### config.mk
export PLATFORM = sky130hd
export DESIGN_NAME = cla_arbiter
export DESIGN_NICKNAME = d
export VERILOG_FILES = /design/src/rtl/cla_arb_pkg.sv /design/src/rtl/cla32.sv /design/src/rtl/cla_arbiter_rr_pick.sv /design/src/rtl/cla_arbiter.sv
export SDC_FILE = /design/constraint.sdc
export NUM_CORES = 1
export LEC_CHECK = 0
export BUFFER_PORTS_ARGS = -buffer_cell sky130_fd_sc_hd__buf_4
export CORE_ASPECT_RATIO = 1.4
export CORE_MARGIN = 2
export CORE_UTILIZATION = 30
export DETAILED_ROUTE_END_ITERATION = 8
export GPL_TIMING_DRIVEN = 0
export MAX_ROUTING_LAYER = met4
export SYNTH_ARGS = -nofsm -noshare
export SYNTH_HDL_FRONTEND = slang
export SYNTH_HIERARCHICAL = 1
export SYNTH_SLANG_ARGS = --single-unit
### constraint.sdc
create_clock -name clk -period 6.4 [get_ports clk]
set_input_delay 0.32 -clock clk [delete_from_list [all_inputs] [get_ports clk]]
set_output_delay 0.32 -clock clk [all_outputs]
set_load 0.02 [all_outputs]
### src/rtl/cla_arb_pkg.sv
// ============================================================================
// Module   : cla_arb_pkg
// Purpose  : Shared constants, the pipeline beat record and a small index
//            helper for the cla_arbiter block.
// Contents : DATA_W, PIPE_LAT, ID_MAX_W, beat_t, wrap_inc()
// Config   : none (CLA_ARB_LOCK_EN is consumed by cla_arbiter only)
// Revision : 1.0 - initial release
// ============================================================================
`default_nettype none

package cla_arb_pkg;

    localparam int DATA_W   = 32;
    localparam int PIPE_LAT = 2;
    // Widest requester index the block ever needs (NREQ <= 8).
    localparam int ID_MAX_W = 3;

    typedef struct packed {
        logic [DATA_W-1:0]   a;
        logic [DATA_W-1:0]   b;
        logic                ci;
        logic [ID_MAX_W-1:0] id;
    } beat_t;

    // Index + 1, wrapping to zero at n. Works for non-power-of-two n.
    function automatic logic [ID_MAX_W-1:0] wrap_inc(input logic [ID_MAX_W-1:0] idx,
                                                     input int                  n);
        int v;
        v = int'(idx) + 1;
        if (v >= n) begin
            v = 0;
        end
        return ID_MAX_W'(v);
    endfunction

endpackage : cla_arb_pkg

`default_nettype wire

### src/rtl/cla32.sv
// ============================================================================
// Module   : cla32
// Purpose  : 32-bit two-level carry-lookahead adder (purely combinational).
//            Eight 4-bit groups each produce group generate/propagate; the
//            group carries are resolved from those, then the in-group carries.
// Ports    : i_a, i_b [31:0]  operands
//            i_ci             carry-in
//            o_s [31:0]       sum
//            o_co             carry-out (bit 32 of a + b + ci)
// Config   : none
// Revision : 1.0 - initial release
// ============================================================================
`default_nettype none

module cla32 (
    input  logic [31:0] i_a,
    input  logic [31:0] i_b,
    input  logic        i_ci,
    output logic [31:0] o_s,
    output logic        o_co
);

    logic [31:0] w_g;
    logic [31:0] w_p;
    logic [31:0] w_c;
    logic [7:0]  w_gg;
    logic [7:0]  w_gp;
    logic [8:0]  w_gc;

    always_comb begin
        w_g  = i_a & i_b;
        w_p  = i_a ^ i_b;
        w_gg = '0;
        w_gp = '0;
        w_gc = '0;
        w_c  = '0;

        for (int k = 0; k < 8; k++) begin
            w_gg[k] = w_g[4*k+3]
                    | (w_p[4*k+3] & w_g[4*k+2])
                    | (w_p[4*k+3] & w_p[4*k+2] & w_g[4*k+1])
                    | (w_p[4*k+3] & w_p[4*k+2] & w_p[4*k+1] & w_g[4*k]);
            w_gp[k] = &w_p[4*k +: 4];
        end

        w_gc[0] = i_ci;
        for (int k = 0; k < 8; k++) begin
            w_gc[k+1] = w_gg[k] | (w_gp[k] & w_gc[k]);
        end

        for (int k = 0; k < 8; k++) begin
            w_c[4*k]   = w_gc[k];
            w_c[4*k+1] = w_g[4*k] | (w_p[4*k] & w_gc[k]);
            w_c[4*k+2] = w_g[4*k+1]
                       | (w_p[4*k+1] & w_g[4*k])
                       | (w_p[4*k+1] & w_p[4*k] & w_gc[k]);
            w_c[4*k+3] = w_g[4*k+2]
                       | (w_p[4*k+2] & w_g[4*k+1])
                       | (w_p[4*k+2] & w_p[4*k+1] & w_g[4*k])
                       | (w_p[4*k+2] & w_p[4*k+1] & w_p[4*k] & w_gc[k]);
        end

        o_s  = w_p ^ w_c;
        o_co = w_gc[8];
    end

endmodule : cla32

`default_nettype wire

### src/rtl/cla_arbiter_rr_pick.sv
// ============================================================================
// Module   : rr_pick
// Purpose  : Combinational round-robin selector. Searches upward from i_ptr
//            with wrap-around; the first asserted request wins. When
//            i_force_en is high only i_force_idx may win (and only if it is
//            requesting).
// Ports    : i_req [NREQ-1:0]     request vector
//            i_ptr [IDW-1:0]      highest-priority index
//            i_force_en           restrict the grant to i_force_idx
//            i_force_idx [IDW-1:0]
//            o_gnt [NREQ-1:0]     one-hot grant (or zero)
//            o_idx [IDW-1:0]      binary index of the grant
//            o_any                a grant was issued
// Config   : none
// Revision : 1.0 - initial release
// ============================================================================
`default_nettype none

module rr_pick #(
    parameter int NREQ = 4,
    parameter int IDW  = $clog2(NREQ)
) (
    input  logic [NREQ-1:0] i_req,
    input  logic [IDW-1:0]  i_ptr,
    input  logic            i_force_en,
    input  logic [IDW-1:0]  i_force_idx,
    output logic [NREQ-1:0] o_gnt,
    output logic [IDW-1:0]  o_idx,
    output logic            o_any
);

    always_comb begin
        int   d;
        logic found;

        o_gnt = '0;
        o_idx = '0;
        found = 1'b0;
        d     = 0;

        if (i_force_en) begin
            o_idx = i_force_idx;
            for (int i = 0; i < NREQ; i++) begin
                if ((i == int'(i_force_idx)) && i_req[i]) begin
                    o_gnt[i] = 1'b1;
                end
            end
        end else begin
            // Rank each requester by its distance above the pointer and take
            // the nearest asserted one.
            for (int k = 0; k < NREQ; k++) begin
                for (int i = 0; i < NREQ; i++) begin
                    d = i - int'(i_ptr);
                    if (d < 0) begin
                        d = d + NREQ;
                    end
                    if (!found && i_req[i] && (d == k)) begin
                        found    = 1'b1;
                        o_gnt[i] = 1'b1;
                        o_idx    = IDW'(i);
                    end
                end
            end
        end

        o_any = |o_gnt;
    end

endmodule : rr_pick

`default_nettype wire

### src/rtl/cla_arbiter.sv
// ============================================================================
// Module   : cla_arbiter
// Purpose  : Round-robin arbiter sharing one registered cla32 adder among
//            NREQ requesters. One beat per cycle enters a two-stage pipeline
//            (input register -> cla32 -> output register); every accepted
//            beat returns a one-cycle rsp_valid pulse two cycles later, tagged
//            with the owning requester index.
// Ports    : clk, reset                 clock, synchronous active-high reset
//            req_valid/req_ready [NREQ] per-requester handshake
//            req_a/req_b [NREQ*32]      packed operands, requester i at [32i+:32]
//            req_ci [NREQ]              carry-in
//            req_lock [NREQ]            chain request (lock build only)
//            rsp_valid, rsp_id, rsp_s, rsp_co  registered result
// Config   : CLA_ARB_LOCK_EN - when defined, a lock beat pins the grant to
//            its requester and later beats of the chain take the previous
//            beat's carry-out instead of req_ci.
// Revision : 1.0 - initial release
// ============================================================================
`default_nettype none

module cla_arbiter
    import cla_arb_pkg::*;
#(
    parameter int NREQ = 4,
    parameter int IDW  = $clog2(NREQ)
) (
    input  logic                   clk,
    input  logic                   reset,
    input  logic [NREQ-1:0]        req_valid,
    output logic [NREQ-1:0]        req_ready,
    input  logic [NREQ*DATA_W-1:0] req_a,
    input  logic [NREQ*DATA_W-1:0] req_b,
    input  logic [NREQ-1:0]        req_ci,
    input  logic [NREQ-1:0]        req_lock,
    output logic                   rsp_valid,
    output logic [IDW-1:0]         rsp_id,
    output logic [DATA_W-1:0]      rsp_s,
    output logic                   rsp_co
);

    // ------------------------------------------------------------------
    // State
    // ------------------------------------------------------------------
    logic [IDW-1:0]    ptr_q,       ptr_d;
    logic              s1_valid_q,  s1_valid_d;
    beat_t             s1_q,        s1_d;
    logic              rsp_valid_q, rsp_valid_d;
    logic [DATA_W-1:0] rsp_s_q,     rsp_s_d;
    logic              rsp_co_q,    rsp_co_d;
    logic [IDW-1:0]    rsp_id_q,    rsp_id_d;

    // ------------------------------------------------------------------
    // Combinational
    // ------------------------------------------------------------------
    logic [NREQ-1:0]   w_gnt;
    logic [IDW-1:0]    w_win_idx;
    logic              w_any;
    logic              w_xfer;
    logic              w_force_en;
    logic [IDW-1:0]    w_force_idx;
    logic [DATA_W-1:0] w_sel_a;
    logic [DATA_W-1:0] w_sel_b;
    logic              w_sel_ci;
    logic              w_sel_lock;
    logic              w_beat_ci;
    logic [DATA_W-1:0] w_sum;
    logic              w_co;
    logic              w_unused;

`ifdef CLA_ARB_LOCK_EN
    logic              lock_q,       lock_d;
    logic [IDW-1:0]    lock_idx_q,   lock_idx_d;
    logic              carry_hold_q, carry_hold_d;
    logic              w_chain_ci;

    assign w_force_en  = lock_q;
    assign w_force_idx = lock_idx_q;

    // While a beat sits in stage 1 its carry-out is still combinational;
    // after a bubble the last carry-out has been parked in carry_hold.
    assign w_chain_ci  = s1_valid_q ? w_co : carry_hold_q;
    assign w_beat_ci   = lock_q ? w_chain_ci : w_sel_ci;
    assign w_unused    = ^s1_q.id;
`else
    assign w_force_en  = 1'b0;
    assign w_force_idx = '0;
    assign w_beat_ci   = w_sel_ci;
    assign w_unused    = (^s1_q.id) ^ w_sel_lock;
`endif

    rr_pick #(
        .NREQ (NREQ),
        .IDW  (IDW)
    ) u_pick (
        .i_req       (req_valid),
        .i_ptr       (ptr_q),
        .i_force_en  (w_force_en),
        .i_force_idx (w_force_idx),
        .o_gnt       (w_gnt),
        .o_idx       (w_win_idx),
        .o_any       (w_any)
    );

    // Ready is suppressed for the whole reset cycle.
    assign req_ready = reset ? '0 : w_gnt;
    assign w_xfer    = w_any & ~reset;

    // One-hot operand mux driven by the grant.
    always_comb begin
        w_sel_a    = '0;
        w_sel_b    = '0;
        w_sel_ci   = 1'b0;
        w_sel_lock = 1'b0;
        for (int i = 0; i < NREQ; i++) begin
            if (w_gnt[i]) begin
                w_sel_a    = req_a[i*DATA_W +: DATA_W];
                w_sel_b    = req_b[i*DATA_W +: DATA_W];
                w_sel_ci   = req_ci[i];
                w_sel_lock = req_lock[i];
            end
        end
    end

    cla32 u_add (
        .i_a  (s1_q.a),
        .i_b  (s1_q.b),
        .i_ci (s1_q.ci),
        .o_s  (w_sum),
        .o_co (w_co)
    );

    // ------------------------------------------------------------------
    // Next-state logic
    // ------------------------------------------------------------------
    always_comb begin
        ptr_d       = ptr_q;
        s1_valid_d  = w_xfer;
        s1_d        = s1_q;
        rsp_valid_d = s1_valid_q;
        rsp_s_d     = rsp_s_q;
        rsp_co_d    = rsp_co_q;
        rsp_id_d    = rsp_id_q;

        if (w_xfer) begin
            ptr_d   = IDW'(wrap_inc(ID_MAX_W'(w_win_idx), NREQ));
            s1_d.a  = w_sel_a;
            s1_d.b  = w_sel_b;
            s1_d.ci = w_beat_ci;
            s1_d.id = ID_MAX_W'(w_win_idx);
        end

        // Result registers only move on a real beat so idle cycles hold.
        if (s1_valid_q) begin
            rsp_s_d  = w_sum;
            rsp_co_d = w_co;
            rsp_id_d = s1_q.id[IDW-1:0];
        end
    end

`ifdef CLA_ARB_LOCK_EN
    always_comb begin
        lock_d       = lock_q;
        lock_idx_d   = lock_idx_q;
        carry_hold_d = s1_valid_q ? w_co : carry_hold_q;
        // Every transfer re-decides the lock: lock=1 starts/continues the
        // chain, lock=0 is the closing beat.
        if (w_xfer) begin
            lock_d     = w_sel_lock;
            lock_idx_d = w_win_idx;
        end
    end

    always_ff @(posedge clk) begin
        if (reset) begin
            lock_q       <= 1'b0;
            lock_idx_q   <= '0;
            carry_hold_q <= 1'b0;
        end else begin
            lock_q       <= lock_d;
            lock_idx_q   <= lock_idx_d;
            carry_hold_q <= carry_hold_d;
        end
    end
`endif

    // ------------------------------------------------------------------
    // Registers
    // ------------------------------------------------------------------
    always_ff @(posedge clk) begin
        if (reset) begin
            ptr_q       <= '0;
            s1_valid_q  <= 1'b0;
            s1_q        <= '0;
            rsp_valid_q <= 1'b0;
            rsp_s_q     <= '0;
            rsp_co_q    <= 1'b0;
            rsp_id_q    <= '0;
        end else begin
            ptr_q       <= ptr_d;
            s1_valid_q  <= s1_valid_d;
            s1_q        <= s1_d;
            rsp_valid_q <= rsp_valid_d;
            rsp_s_q     <= rsp_s_d;
            rsp_co_q    <= rsp_co_d;
            rsp_id_q    <= rsp_id_d;
        end
    end

    assign rsp_valid = rsp_valid_q;
    assign rsp_s     = rsp_s_q;
    assign rsp_co    = rsp_co_q;
    assign rsp_id    = rsp_id_q;

endmodule : cla_arbiter

`default_nettype wire
==> results.txt, run 1 <==
----------------------------------------------------
[Run status]
  Status ... complete, no violations

[Clock network]
  Number of buffers between clock root and the deepest sink ... 2
  Root buf cell ... sky130_fd_sc_hd__clkbuf_16
  Quantity of hold-fixing buffers added after cts ... 0
  Clock slew seen by the registers of the worst setup and hold paths ... about 0.07 ns
  Clock network latency to the later pin of the worst-skew pair ... approximately 0.36 ns
  Total number of clock tree sinks ... 106
  Post-CTS Repair Setup Buffers ... 0
  Number of gates given a new drive strength after cts ... 0
  Clock tree from TritonCTS ... done
  Level count of the clock H-tree ... 3
  CTS Buf Count ... 9

[Die]
  Number of core rows ... 66
  Die Area ... approximately 0.025 sq mm
  Overall die height ... about 190 um
  Area of the core ... ~0.023 sq mm
  Die outline width ... 133.7 um
  Initial core utilization ... between 30% and 40%
  Count of boundary I/O pins ... a little over 300

[Logic synthesis]
  Sequential cell area fraction in the yosys report ... a little under a third
  Most frequent cell after synthesis ... sky130_fd_sc_hd__dfxtp_1
  Area contributors post-synth ... sky130_fd_sc_hd__dfxtp_1 (30%), sky130_fd_sc_hd__a221oi_1 (8.1%), sky130_fd_sc_hd__a211oi_1 (7.0%), sky130_fd_sc_hd__nand3b_1 (6.6%), sky130_fd_sc_hd__a22oi_1 (5.8%)
  Post-Syn Area per Cell ... 8.941 sq um
  Largest area contributor in the synthesized netlist ... sky130_fd_sc_hd__dfxtp_1
  Ys Warns ... 6
  Proportion of netlist area held by the largest area contributor ... a little under a third
  Yosys cell types ... 56
  Share of synthesized flip-flops with an asynchronous set or reset ... 0%
  Most common library cells after synthesis ... sky130_fd_sc_hd__dfxtp_1 (106), sky130_fd_sc_hd__o21ai_0 (70), sky130_fd_sc_hd__a211oi_1 (66), sky130_fd_sc_hd__a221oi_1 (65), sky130_fd_sc_hd__nand3b_1 (62)
  Total standard cell area after synthesis ... around 0.0071 sq mm
  Flip-flop cell with the highest count after synthesis ... sky130_fd_sc_hd__dfxtp_1
  Number of instances in the synthesized netlist ... slightly below 800
  Number of flops mapped to enable cells by yosys ... 0
  Post-synthesis register bit count ... roughly 110

[Place]
  Final HPWL DP ... approximately 25000 um
  Number of I/O port buffers ... approximately 300
  Gpl congestion ... around 0.95

[Routing]
  Routed WL per cell ... ~22 um
  Number of remaining DRC errors ... 0
  Final wirelength ... roughly 32000 um
  Detail Route Antenna Nets ... 0
  Via-to-Cell Ratio ... approximately 5.5
  Router iterations before antenna repair ... 4
  Initial DRC Count ... 507
  Count of vias placed by the detailed router ... ~7900

[Finish]
  Share of cells above drive strength 1 ... approximately a third
  Combined area of the multi-input logic cells ... 0.004541 sq mm
  Layout filler cell count ... between 2000 and 2500
  Post-layout net count ... 1425
  Final core area utilization ... a little over two fifths
  Sequential cell area ... between 0.002 and 0.0025 sq mm
  Area growth from synthesis to final layout ... 42.04%

[STA]
  Worst clock skew on the final layout ... ~0.012 ns
  Highest clock frequency the design can meet ... 0.3202 GHz
  Setup repair after global routing missed its margin ... no
  Number of endpoints with negative hold slack in the final report ... 0
  Final setup TNS ... 0 ns
  Worst-Margin Slew ... 0.7734 ns
  Portion of the clock cycle consumed by the worst path in the final layout ... 48.80%
  Worst slew margin relative to its limit ... 48.44%
  Final-report max-slew violation count ... 0
  Setup Viol. Count Final ... 0
  Final critical path time including I/O delays and setup ... approximately 3.1 ns

[Critical path]
  Crit-path cells ... and2b_2 -> o21bai_1 -> a21boi_0 -> inv_1 -> clkbuf_1 -> clkbuf_1 -> nor2b_1 -> buf_4
  Critical Path RT ... slightly above 6 ns
  Setup crit start ... ptr_q[0]
  Startpoint of the worst register-to-register path ... s1_q[38]
  Start-to-end type of the worst setup path ... reg -> out
  Kind of end point of the critical path ... output port
  Element type at the critical path start ... flop
  Max stage delay on crit path ... about 0.48 ns
  Crit Path Max Fanout ... 10
  Arrival @ worst endpoint ... ~2.8 ns
  Crit path buf inv count ... 4
  Standard cell with the maximum stage delay on the critical path ... sky130_fd_sc_hd__clkbuf_1
  Cell family contributing the most delay on the critical path ... buffers and inverters
  Most frequent CP cell ... sky130_fd_sc_hd__clkbuf_1

[Min path]
  Hold path startpoint ... req_b[127]
  Worst min-delay path category ... in -> reg

[Pwr]
  Pwr per Cell Area ... approximately 220 mW/mm^2
  Power share of the combinational group ... a little under two fifths
  Lkg Pwr ... roughly 0.0042 uW
  Proportion of total power due to net switching ... 36.47%
  Pint ... 1377 uW
  Portion of total power attributed to the clock network ... between 20% and 30%
  Largest vdd supply drop ... between 0.1 and 0.15 mV
  Fraction of power consumed by sequential logic ... between 30% and 40%
  Switching power ... 790.1 uW

[Global routing]
  Most used routing layer in global routing ... met2
  Vias in the first global route ... roughly 7700
  Pin count of the biggest net entering global routing ... 17
  Met3 demand-to-capacity share in global routing ... approximately 3.5%
  Met2 track demand over resource in global routing ... a little over two fifths
  Overall global routing resource usage ... about a quarter
  First-pass GRT wire length ... ~46000 um
  Initial antenna violation count ... 1
  Total congestion overflow ... 0
  Routing usage on met1 ... between 20% and 30%

[Flow run]
  Maxcap violations ... 0

----------------------------------------------------
## layer usage
metal	vias to the layer above	share of wire [%]
met5	-	0
met4	0	4.3
met3	71	5.1
met2	340	50
met1	3718	41
li1	3730	-
## power by group through the flow
stage                     Combinational, uW  Sequential [uW]  Clock [uW]
after floorplan                         460              817           0
after global placement                  810              816           0
after detailed placement                816              817           0
after CTS                               820              802         554
after global routing                    890              812         581
final                                   821              803         543
## kinds of logic (layout without fill, tap and decap cells)
logic type	count (synthesis)	count (layout)	synth area share, %
multiplexers	39	39	5.527
AO/OA/AOI/OAI	330	330	33.87
AND/OR/NAND/NOR	164	164	13.52
XOR/XNOR	22	22	2.728
other	1	11	0.05309
flip-flops	106	106	30.04
adder cells (fa/ha/maj)	41	41	8.113
buffers and inverters	87	405	6.147
## registers in the layout, summed over array words and instances, names as in the netlist
name / cells
ptr_q: 2
rsp_co: 1
rsp_id: 2
rsp_s: 32
rsp_valid: 1
rsp_valid_d: 1
s1_q: 67
## tightest hold or removal path, stage by stage
cell and delay [ns]:
sky130_fd_sc_hd__buf_4 0.11, sky130_fd_sc_hd__o22ai_1 0.12, sky130_fd_sc_hd__a211oi_1 0.06
## worst paths after layout
| kind | to | slack [ns] | cells after the start |
|---|---|---|---|
| worst max-delay path | req_ready[3] | 3.28 | 8 |
| worst min-delay path | s1_q[35] | 0.29 | 3 |
| worst max register to register | rsp_s[29] | 3.39 | 11 |
| worst min register to register | rsp_s[23] | 0.50 | 2 |
## cell type report
| class | instances | share of cell area, % |
|---|---|---|
| multi-input cells | 606 | 45.26 |
| repair buffers | 304 | 22.75 |
| flip-flops and latches | 106 | 21.15 |
| plain buffers | 75 | 3.879 |
| well taps | 306 | 3.816 |
| clock buffers | 11 | 2.420 |
| inverters | 12 | 0.4490 |
| clock inverters | 3 | 0.2494 |
| diodes | 1 | 0.02494 |
## stage by stage
stage          instances  area (sq um)  total power [uW]  worst slack (ns)  hold slack (ns)
6_report            1424         10030              2167             3.277           0.2938
5_1_grt             1424         10030              2282             3.025           0.2920
4_1_cts             1423         10030              2177             3.234           0.2796
3_5_place_dp        1409          9762              1633             3.463           0.4808
3_3_place_gp        1409          9762              1626             3.430           0.4765
2_1_floorplan        799          7097              1278             4.005           0.4601
## layout by cell type, fill, tap and decap left out, drive strengths merged, types with 13 or more instances in the layout
cell,count
buf,336
dfxtp,106
o21ai,72
a211oi,68
a221oi,65
a22oi,64
nand3b,62
nor2,55
clkbuf,54
mux2i,39
ha,33
a21oi,25
inv,14
nand2,13
a21o,13
Power figures use the tool's default switching activity.
==> inputs of run 2 (changes only) <==
==> constraint.sdc (replaced) <==
create_clock -name clk -period 2.8 [get_ports clk]
set_input_delay 0.14 -clock clk [delete_from_list [all_inputs] [get_ports clk]]
set_output_delay 0.14 -clock clk [all_outputs]
set_load 0.02 [all_outputs]
==> run 2 against run 1 <==
  * Via count increased by 0.42%
  * Cell count increased by 0.28%
  * Combinational power increased by 130%
  * Non-clock buffer count increased by 4
  * Critical path depth increased by 4
  * Sequential power increased by 130%
  * First-iteration DRC count increased by 2.2%
  * Global-route usage increased by 0.059 points
  * Final area increased by 1.7%
==> results.txt, run 2 (synthesis results as in run 1) <==
----------------------------------------------------
[Clock network]
  Level count of the clock H-tree ... 3 (unchanged)
  Clock tree from TritonCTS ... done (unchanged)
  Clock network latency to the later pin of the worst-skew pair ... 0.36 ns (about the same)
  Quantity of hold-fixing buffers added after cts ... 0 (unchanged)
  Clock slew seen by the registers of the worst setup and hold paths ... 0.07 ns (about the same)
  CTS Buf Count ... 9 (unchanged)
  Root buf cell ... sky130_fd_sc_hd__clkbuf_16 (unchanged)
  Total number of clock tree sinks ... 106 (unchanged)
  Number of buffers between clock root and the deepest sink ... 2 (unchanged)

[Finish]
  Finished Layout Cells ... 1428 (was 1424)
  Share of cells above drive strength 1 ... 36.31% (was 33.03%)
  Combined area of the multi-input logic cells ... 0.004634 sq mm (was 0.004541 sq mm)
  Sequential cell area ... 0.002132 sq mm (was 0.002122 sq mm)
  Area growth from synthesis to final layout ... 44.41% (was 42.04%)
  Final core area utilization ... 43.96% (was 43.23%)
  Most frequent cells in the layout ... sky130_fd_sc_hd__buf_4 (316), sky130_fd_sc_hd__dfxtp_1 (98), sky130_fd_sc_hd__o21ai_0 (66), sky130_fd_sc_hd__a211oi_1 (66), sky130_fd_sc_hd__a221oi_1 (65) (was sky130_fd_sc_hd__buf_4 (312), sky130_fd_sc_hd__dfxtp_1 (106), sky130_fd_sc_hd__o21ai_0 (70))
  Layout filler cell count ... 2327 (was 2347)
  Post-layout net count ... 1429 (was 1425)
  Most common cell after layout, fill and taps aside ... sky130_fd_sc_hd__buf_4 (unchanged)
  Flip-flop count of the largest register, all copies and words added ... 67 (unchanged)
  Most flop-heavy register ... s1_q (unchanged)

[STA]
  Min setup slack post-route ... 0.1319 ns (was 3.277 ns)
  Worst slew margin relative to its limit ... 47.95% (was 48.44%)
  Number of endpoints with negative hold slack in the final report ... 0 (unchanged)
  Final setup TNS ... 0 ns (unchanged)
  Highest clock frequency the design can meet ... between 0.3 and 0.4 GHz
  Worst-Margin Slew ... 0.7808 ns (was 0.7734 ns)
  Worst clock skew on the final layout ... 0.01035 ns (was 0.01192 ns)
  Portion of the clock cycle consumed by the worst path in the final layout ... approximately 95%
  Final-report max-slew violation count ... 0 (unchanged)
  Final critical path time including I/O delays and setup ... 2.668 ns
  Setup Viol. Count Final ... 0 (unchanged)

[Critical path]
  Crit-path cells ... ha_1 -> a21oi_2 -> nor2_2 -> o311ai_4 -> nand3_2 -> a21oi_4 -> buf_4 -> inv_2 -> fa_1 -> xor2_1 -> mux2i_1 -> nor2_1 (was and2b_2 -> o21bai_1 -> a21boi_0 -> inv_1 -> clkbuf_1 -> clkbuf_1 -> nor2b_1 -> buf_4)
  Element type at the critical path start ... flop (unchanged)
  Arrival @ worst endpoint ... 2.90 ns (was 2.80 ns)
  Max stage delay on crit path ... 0.39 ns (was 0.48 ns)
  Standard cell with the maximum stage delay on the critical path ... sky130_fd_sc_hd__o311ai_4 (was sky130_fd_sc_hd__clkbuf_1)
  Crit Path Max Fanout ... 4 (was 10)
  Cell family contributing the most delay on the critical path ... compound AO/OA/AOI/OAI gates (was buffers and inverters)
  Crit path buf inv count ... 2 (was 4)
  Critical Path RT ... 3.04 ns (was 6.08 ns)
  Kind of end point of the critical path ... flop (was output port)
  Start-to-end type of the worst setup path ... reg -> reg (was reg -> out)

[Pwr]
  Pwr per Cell Area ... 489.3 mW/mm^2 (was 216.0 mW/mm^2)
  Largest vdd supply drop ... 0.3150 mV (was 0.1388 mV)
  Lkg Pwr ... 0.004301 uW (was 0.004238 uW)

[Global routing]
  Total congestion overflow ... 0 (unchanged)
  First-pass GRT wire length ... 45810 um (was 45680 um)
  Pin count of the biggest net entering global routing ... 17 (unchanged)
  Vias in the first global route ... 7744 (was 7732)
  Initial antenna violation count ... 1 (unchanged)
  Overall global routing resource usage ... 25.49% (was 25.43%)

[Place]
  Worst slack at placement ... -0.1373 ns (was 3.463 ns)
  Final HPWL DP ... 24750 um (unchanged)
  Gpl congestion ... 0.9476 (unchanged)
  Number of I/O port buffers ... 304 (unchanged)
  Placed Cells incl. Taps ... 1409 (unchanged)

[Routing]
  Initial DRC Count ... 518 (was 507)
  Routed WL per cell ... 22.19 um (was 22.20 um)
  Detail Route Antenna Nets ... 0 (unchanged)
  Number of remaining DRC errors ... 0 (unchanged)
  Router iterations before antenna repair ... 5 (was 4)
  Count of vias placed by the detailed router ... 7892 (was 7859)
  Via-to-Cell Ratio ... 5.527 (was 5.519)
  Final wirelength ... 31680 um (was 31610 um)

[Die]
  Initial core utilization ... 30.44% (unchanged)
  Die Area ... 0.02480 sq mm (unchanged)
  Overall die height ... 185.6 um (unchanged)
  Count of boundary I/O pins ... 310 (unchanged)
  Area of the core ... 0.02320 sq mm (unchanged)
  Number of core rows ... 66 (unchanged)
  Die outline width ... 133.7 um (unchanged)

[Run status]
  Status ... complete, no violations (unchanged)

[Min path]
  Worst min-delay path category ... in -> reg (unchanged)

[Flow run]
  Maxcap violations ... 0 (unchanged)

----------------------------------------------------
run 2: area by class of cell:
| cell class | count | share of cell area, % |
|---|---|---|
| clock inverters | 3 | 0.2453 |
| flip-flops and latches | 106 | 20.90 |
| repair buffers | 308 | 22.67 |
| well taps | 306 | 3.754 |
| clock buffers | 11 | 2.380 |
| diodes | 1 | 0.02453 |
| plain buffers | 75 | 4.146 |
| inverters | 12 | 0.4416 |
| multi-input cells | 606 | 45.44 |
run 2: worst paths after layout:
| kind | startpoint | endpoint | slack, ns | cells past startpoint |
|---|---|---|---|---|
| max | s1_q[36] | rsp_s[25] | 0.13 | 12 |
| min | req_b[127] | s1_q[35] | 0.12 | 3 |
| max reg2reg | s1_q[36] | rsp_s[25] | 0.13 | 12 |
| min reg2reg | rsp_s[23] | rsp_s[23] | 0.50 | 2 |
run 2: per-stage QoR:
stage | instance area, sq um | hold WS [ns] | power, uW
floorplan | 7097 | 0.3527 | 2920
global placement | 9762 | 0.4762 | 3717
detailed placement | 9762 | 0.4808 | 3732
CTS | 10080 | 0.09961 | 4988
global route | 10200 | 0.1119 | 5271
finish | 10200 | 0.1184 | 4991
run 2: repair_timing:
| item | in CTS | in global routing |
|---|---|---|
| pin swaps | 2 | 9 |
| endpoints found under the setup margin | 62 | 65 |
| gates resized for setup | 15 | 39 |
| buffers inserted | 1 | 3 |
run 2: routing by layer:
layer / global-route usage [%] / vias to the layer above / part of all wire (%)
met5: - / - / 0
met4: 12.72 / 0 / 4.6
met3: 3.513 / 72 / 5.1
met2: 43.44 / 342 / 50
met1: 29.42 / 3740 / 41
li1: - / 3738 / -
run 2: power by group:
part	switching [uW]	internal, uW	total, uW
combinational	1040	877	1920
clock	603	626	1230
sequential	166	1680	1840
total	1810	3180	4990
run 2: tightest hold or removal path, cell delays in order:
cell and delay [ns]:
sky130_fd_sc_hd__buf_4 0.11, sky130_fd_sc_hd__o22ai_1 0.12, sky130_fd_sc_hd__a211oi_1 0.06
